### src/rtl/ucie_ctl_sb_tx_scheduler.sv
// UCIe adapter sideband TX scheduler: message FIFO toward the PHY plus outstanding-request tracking.
// Response tracking and timeout are compiled only when UCIE_CTL_SB_TIMEOUT_EN is defined.
module ucie_ctl_sb_tx_scheduler #(
    parameter int unsigned FIFO_DEPTH     = 4,
    parameter int unsigned TIMEOUT_CYCLES = 8000
) (
    input  logic                          i_clk,
    input  logic                          i_rst,
    input  logic                          i_flush,
    input  logic                          i_msg_valid,
    input  logic [4:0]                    i_msg,
    output logic                          o_msg_ready,
    output logic                          o_illegal_msg,
    output logic                          o_sb_valid,
    output logic [4:0]                    o_sb_msg,
    input  logic                          i_sb_ready,
    input  logic                          i_rx_rsp_active,
    input  logic                          i_rx_rsp_linkreset,
    output logic                          o_pending_rsp,
    output logic                          o_timeout,
    output logic [$clog2(FIFO_DEPTH):0]   o_count
);

    localparam int unsigned PW = $clog2(FIFO_DEPTH);
    localparam int unsigned CW = PW + 1;

    localparam logic [4:0] MSG_NOP           = 5'b00000;
    localparam logic [4:0] MSG_REQ_ACTIVE    = 5'b10101;
    localparam logic [4:0] MSG_RSP_ACTIVE    = 5'b11001;
    localparam logic [4:0] MSG_REQ_LINKRESET = 5'b10111;
    localparam logic [4:0] MSG_RSP_LINKRESET = 5'b11011;

    logic [4:0]    r_mem [FIFO_DEPTH];
    logic [PW-1:0] r_wptr;
    logic [PW-1:0] r_rptr;
    logic [CW-1:0] r_count;
    logic          r_illegal;

    logic w_full;
    logic w_empty;
    logic w_legal;
    logic w_accept;
    logic w_push;
    logic w_pop;

    assign w_full  = (r_count == CW'(FIFO_DEPTH));
    assign w_empty = (r_count == '0);

    always_comb begin
        w_legal = 1'b0;
        case (i_msg)
            MSG_NOP, MSG_REQ_ACTIVE, MSG_RSP_ACTIVE,
            MSG_REQ_LINKRESET, MSG_RSP_LINKRESET: w_legal = 1'b1;
            default:                              w_legal = 1'b0;
        endcase
    end

    assign o_msg_ready = !w_full && !i_flush;
    assign w_accept    = i_msg_valid && o_msg_ready;
    assign w_push      = w_accept && w_legal;
    assign o_sb_valid  = !w_empty;
    // Gate the head so the bus reads zero while empty (memory itself is not reset).
    assign o_sb_msg    = w_empty ? 5'b00000 : r_mem[r_rptr];
    assign w_pop       = o_sb_valid && i_sb_ready;

    assign o_count       = r_count;
    assign o_illegal_msg = r_illegal;

    always_ff @(posedge i_clk) begin
        if (w_push) begin
            r_mem[r_wptr] <= i_msg;
        end
    end

    always_ff @(posedge i_clk) begin
        if (i_rst) begin
            r_wptr    <= '0;
            r_rptr    <= '0;
            r_count   <= '0;
            r_illegal <= 1'b0;
        end else begin
            r_illegal <= w_accept && !w_legal;
            if (i_flush) begin
                r_wptr  <= '0;
                r_rptr  <= '0;
                r_count <= '0;
            end else begin
                if (w_push) begin
                    r_wptr <= r_wptr + PW'(1);
                end
                if (w_pop) begin
                    r_rptr <= r_rptr + PW'(1);
                end
                case ({w_push, w_pop})
                    2'b10:   r_count <= r_count + CW'(1);
                    2'b01:   r_count <= r_count - CW'(1);
                    default: r_count <= r_count;
                endcase
            end
        end
    end

`ifdef UCIE_CTL_SB_TIMEOUT_EN
    localparam int unsigned TW = (TIMEOUT_CYCLES > 2) ? $clog2(TIMEOUT_CYCLES) : 1;
    // Timer value in the last cycle before expiry; the pulse lands one cycle later.
    localparam logic [TW-1:0] TIMER_LAST = TW'(TIMEOUT_CYCLES - 2);

    logic          r_pending;
    logic          r_exp_linkreset;
    logic          r_timeout;
    logic [TW-1:0] r_timer;

    logic w_req_pop;
    logic w_match;

    assign w_req_pop = w_pop && !i_flush &&
                       ((o_sb_msg == MSG_REQ_ACTIVE) || (o_sb_msg == MSG_REQ_LINKRESET));
    assign w_match   = r_exp_linkreset ? i_rx_rsp_linkreset : i_rx_rsp_active;

    always_ff @(posedge i_clk) begin
        if (i_rst) begin
            r_pending       <= 1'b0;
            r_exp_linkreset <= 1'b0;
            r_timeout       <= 1'b0;
            r_timer         <= '0;
        end else begin
            r_timeout <= 1'b0;
            if (i_flush) begin
                r_pending <= 1'b0;
                r_timer   <= '0;
            end else if (w_req_pop) begin
                // A fresh request supersedes any response arriving for the previous one.
                r_pending       <= 1'b1;
                r_exp_linkreset <= (o_sb_msg == MSG_REQ_LINKRESET);
                r_timer         <= '0;
            end else if (r_pending) begin
                if (w_match) begin
                    r_pending <= 1'b0;
                    r_timer   <= '0;
                end else if (r_timer == TIMER_LAST) begin
                    r_timeout <= 1'b1;
                    r_pending <= 1'b0;
                    r_timer   <= '0;
                end else begin
                    r_timer <= r_timer + TW'(1);
                end
            end
        end
    end

    assign o_pending_rsp = r_pending;
    assign o_timeout     = r_timeout;
`else
    logic w_unused_rsp;
    assign w_unused_rsp  = i_rx_rsp_active ^ i_rx_rsp_linkreset;
    assign o_pending_rsp = 1'b0;
    assign o_timeout     = 1'b0;
`endif

endmodule

### config.mk
export PLATFORM = sky130hd
export DESIGN_NAME = ucie_ctl_sb_tx_scheduler
export DESIGN_NICKNAME = d
export VERILOG_FILES = /design/src/rtl/ucie_ctl_sb_tx_scheduler.sv
export SDC_FILE = /design/constraint.sdc
export NUM_CORES = 1
export LEC_CHECK = 0
export ABC_AREA = 1
export CAP_MARGIN = 20
export CORE_ASPECT_RATIO = 0.6
export CORE_MARGIN = 8
export CORE_UTILIZATION = 46
export DETAILED_ROUTE_END_ITERATION = 10
export GPL_TIMING_DRIVEN = 0
export PLACE_DENSITY = 0.74
export SLEW_MARGIN = 20
export SYNTH_ARGS = -nofsm -noshare
export SYNTH_HDL_FRONTEND = slang
export SYNTH_SLANG_ARGS = --single-unit
### constraint.sdc
create_clock -name i_clk -period 1.7 [get_ports i_clk]
set_input_delay 0.17 -clock i_clk [delete_from_list [all_inputs] [get_ports i_clk]]
set_output_delay 0.17 -clock i_clk [all_outputs]
set_load 0.02 [all_outputs]
==> run metrics, run 1 <==
full die area 5140 sq um; Max Fclk 0.553 GHz; CTS tree done; Tmin final 1.81 ns; Fillers 222; Reg area 813 sq um; Inst Count DP 205; wire per inst 13.9 microns; Critical Path RT 1.87 ns; Synth Warn # 0; Slew HR 61.1%; Root Buffer clkbuf_8; Detailed Place HPWL 2.12 mm; violated checks negative setup slack; Max-cap violations 0; Max Slew Vio Count 0; crit-path max cell delay 0.37 ns; most frequent cells in the layout 29 x nor2_1, 20 x edfxtp_1, 17 x inv_1; Setup Viol. Count Final 1; CP Launch Type register; CP bufs+invs 3; syn avg cell area 9.90 sq um; Critical Path AT 1.98 ns; Final WS setup -0.107 ns; Static Leak 0.000747 uW; initial antenna violation count 0; Unique masters post-synth 25; Die Ht 58.8 microns; vias per std cell 4.74; Multi-input gate area 546 sq um; Antenna Cells 0; Site Rows 15; crit path cell chain inv_4 -> nand3_4 -> nand3b_4 -> nor2_8 -> clkinv_4 -> ha_4 -> inv_4 -> fa_2 -> a21oi_2 -> o21ai_1 -> o21ai_1 -> a21oi_1; Bufs on Longest Clock Path 2; Worst-Margin Slew 0.582 ns; Post-Layout Cell Count 220; # DRC 0; sequential area share after synthesis 56.9%; via count 1043; Die X 87.4 microns; total track usage 13.0%; P per Cell Area 882 nW/um^2; Post-Route WL 3.06 mm; CTS Sinks 30; 1st-pass router iterations 4; Area Growth Syn to Fin 32.4%; Final Util 64.4%; initial core utilization 48.7%; clock transition at the registers of the reported paths 0.07 ns; clk_lat worst skew 0.29 ns; fin crit share 106%; RSZ-0062 raised after global routing true; Mapped Cells 142; CP top delay family adder cells; grt ovf 0; class of the most critical setup path register to register; core area 2890 sq um; most common cell after layout, fill and taps aside nor2_1; DRT antenna net count 0; Detailed Route Iter0 Violations 66; IO Count 25; CTS H-tree lvls 2; endpoint type of the worst setup path register; final net count 195; synthesized flop and latch total 30; final RePlAce weighted congestion 0.770; peak supply drop 0.709 mV; layout cells sized above 1 25.3%; IO buf count 20; CP max stage cell dfxtp_4; Final Skew 0.00995 ns; global-route wire length before repair 4.79 mm; CP Max Fanout 4; status finished, violations left; endpoints failing hold 0; setup slack, reg-to-reg -0.11 ns; number of global-route vias before repair 989; synthesized area 1410 sq um; total CTS buffers 5; Hold WC Path Type input port to register; pin count of the biggest net entering global routing 11
[cell usage after synthesis]
library cell,number,area share (%)
a21oi_1,11,3.9
a21oi_2,1,0.62
a31oi_1,1,0.45
buf_2,1,0.36
buf_4,2,1.1
conb_1,1,0.27
dfxtp_1,10,14
edfxtp_1,20,43
fa_1,1,1.4
ha_1,5,4.4
inv_1,19,5.1
inv_2,1,0.27
inv_4,1,0.45
nand2_1,14,3.7
nand2_4,1,0.80
nand3_1,1,0.36
nand3_2,2,1.4
nand3b_4,1,1.4
nor2_1,30,8.0
nor2_2,2,0.89
nor2_8,1,1.4
nor3_4,1,1.2
nor3b_1,1,0.53
o21ai_0,13,4.6
o21ai_1,1,0.36
[metal layers]
metal / wire length (microns) / track usage [%] / share of wire [%] / up-vias
li1: - / - / - / 531
met1: 1400 / 15.0 / 46 / 480
met2: 1430 / 19.7 / 47 / 27
met3: 167 / 5.41 / 5.5 / 5
met4: 66 / 7.77 / 2.2 / 0
met5: 0 / 0 / 0 / -
[state kept, by name, summed over array words and instances (netlist names), named ones only]
register       count
o_illegal_msg      1
r_rptr             2
r_wptr             2
o_count            3
r_mem             20
[path summary, 6_finish.rpt]
| path | from | to | cells past startpoint |
|---|---|---|---|
| setup / recovery | o_count[1]$_SDFFE_PP0P_ | o_count[2]$_SDFFE_PP0P_ | 12 |
| hold / removal | i_msg[4] | r_mem[3][4]$_DFFE_PP_ | 1 |
| setup reg to reg | o_count[1]$_SDFFE_PP0P_ | o_count[2]$_SDFFE_PP0P_ | 12 |
| hold reg to reg | r_rptr[1]$_SDFFE_PP0P_ | register | 2 |
[final cells by class]
cell class                      instances  area share (%)
Tap cell                               42            2.82
Sequential cell                        30            43.7
Timing Repair Buffer                   27            11.8
Clock inverter                          1            1.61
Multi-Input combinational cell         89            29.3
Clock buffer                            7            4.64
Buffer                                  3            1.21
Inverter                               21            4.91
[through the flow]
stage / total power [uW] / setup WS [ns] / cell area [sq um] / hold WS, ns / setup TNS (ns)
2_1_floorplan: 852 / -0.0351 / 1440 / 0.246 / -0.0351
3_3_place_gp: 900 / -0.585 / 1690 / 0.457 / -8.23
3_5_place_dp: 903 / -0.668 / 1690 / 0.467 / -9.33
4_1_cts: 1640 / -0.0903 / 1850 / 0.304 / -0.0903
5_1_grt: 1690 / -0.192 / 1860 / 0.223 / -0.622
6_report: 1640 / -0.107 / 1860 / 0.217 / -0.107
[where the power goes]
group	switching, uW	internal [uW]	leakage, uW
sequential	3.25	777	0.000264
combinational	62.1	46.1	0.000425
clock	277	477	0.0000585
total	342	1300	0.000747
[repair_timing]
action	4_1_cts	5_1_grt
endpoints found under the setup margin	23	18
buffers inserted	4	3
hold buffers	0	0
pin swaps	3	2
gates resized for setup	19	16
[cell families (layout without fill, tap and decap cells)]
family / Yosys count / count (layout) / synth area share (%)
other: 1 / 2 / 0.267
AND/OR/NAND/NOR: 54 / 54 / 19.8
adder cells (fa/ha/maj): 6 / 6 / 5.87
buffers and inverters: 24 / 59 / 7.21
AO/OA/AOI/OAI: 27 / 27 / 9.96
flip-flops: 30 / 30 / 56.9
(Power assumes the default switching activity.)
==> run 2, diff against run 1 <==
--- a/config.mk
+++ b/config.mk
@@ -10,8 +10,10 @@
 export CORE_ASPECT_RATIO = 0.6
 export CORE_MARGIN = 8
 export CORE_UTILIZATION = 46
+export CTS_CLUSTER_SIZE = 16
 export DETAILED_ROUTE_END_ITERATION = 10
 export GPL_TIMING_DRIVEN = 0
+export HOLD_SLACK_MARGIN = 0.06
 export PLACE_DENSITY = 0.74
 export SLEW_MARGIN = 20
 export SYNTH_ARGS = -nofsm -noshare
==> results of run 2 <==
The final DEF is identical to that of run 1; final timing and power are the same.
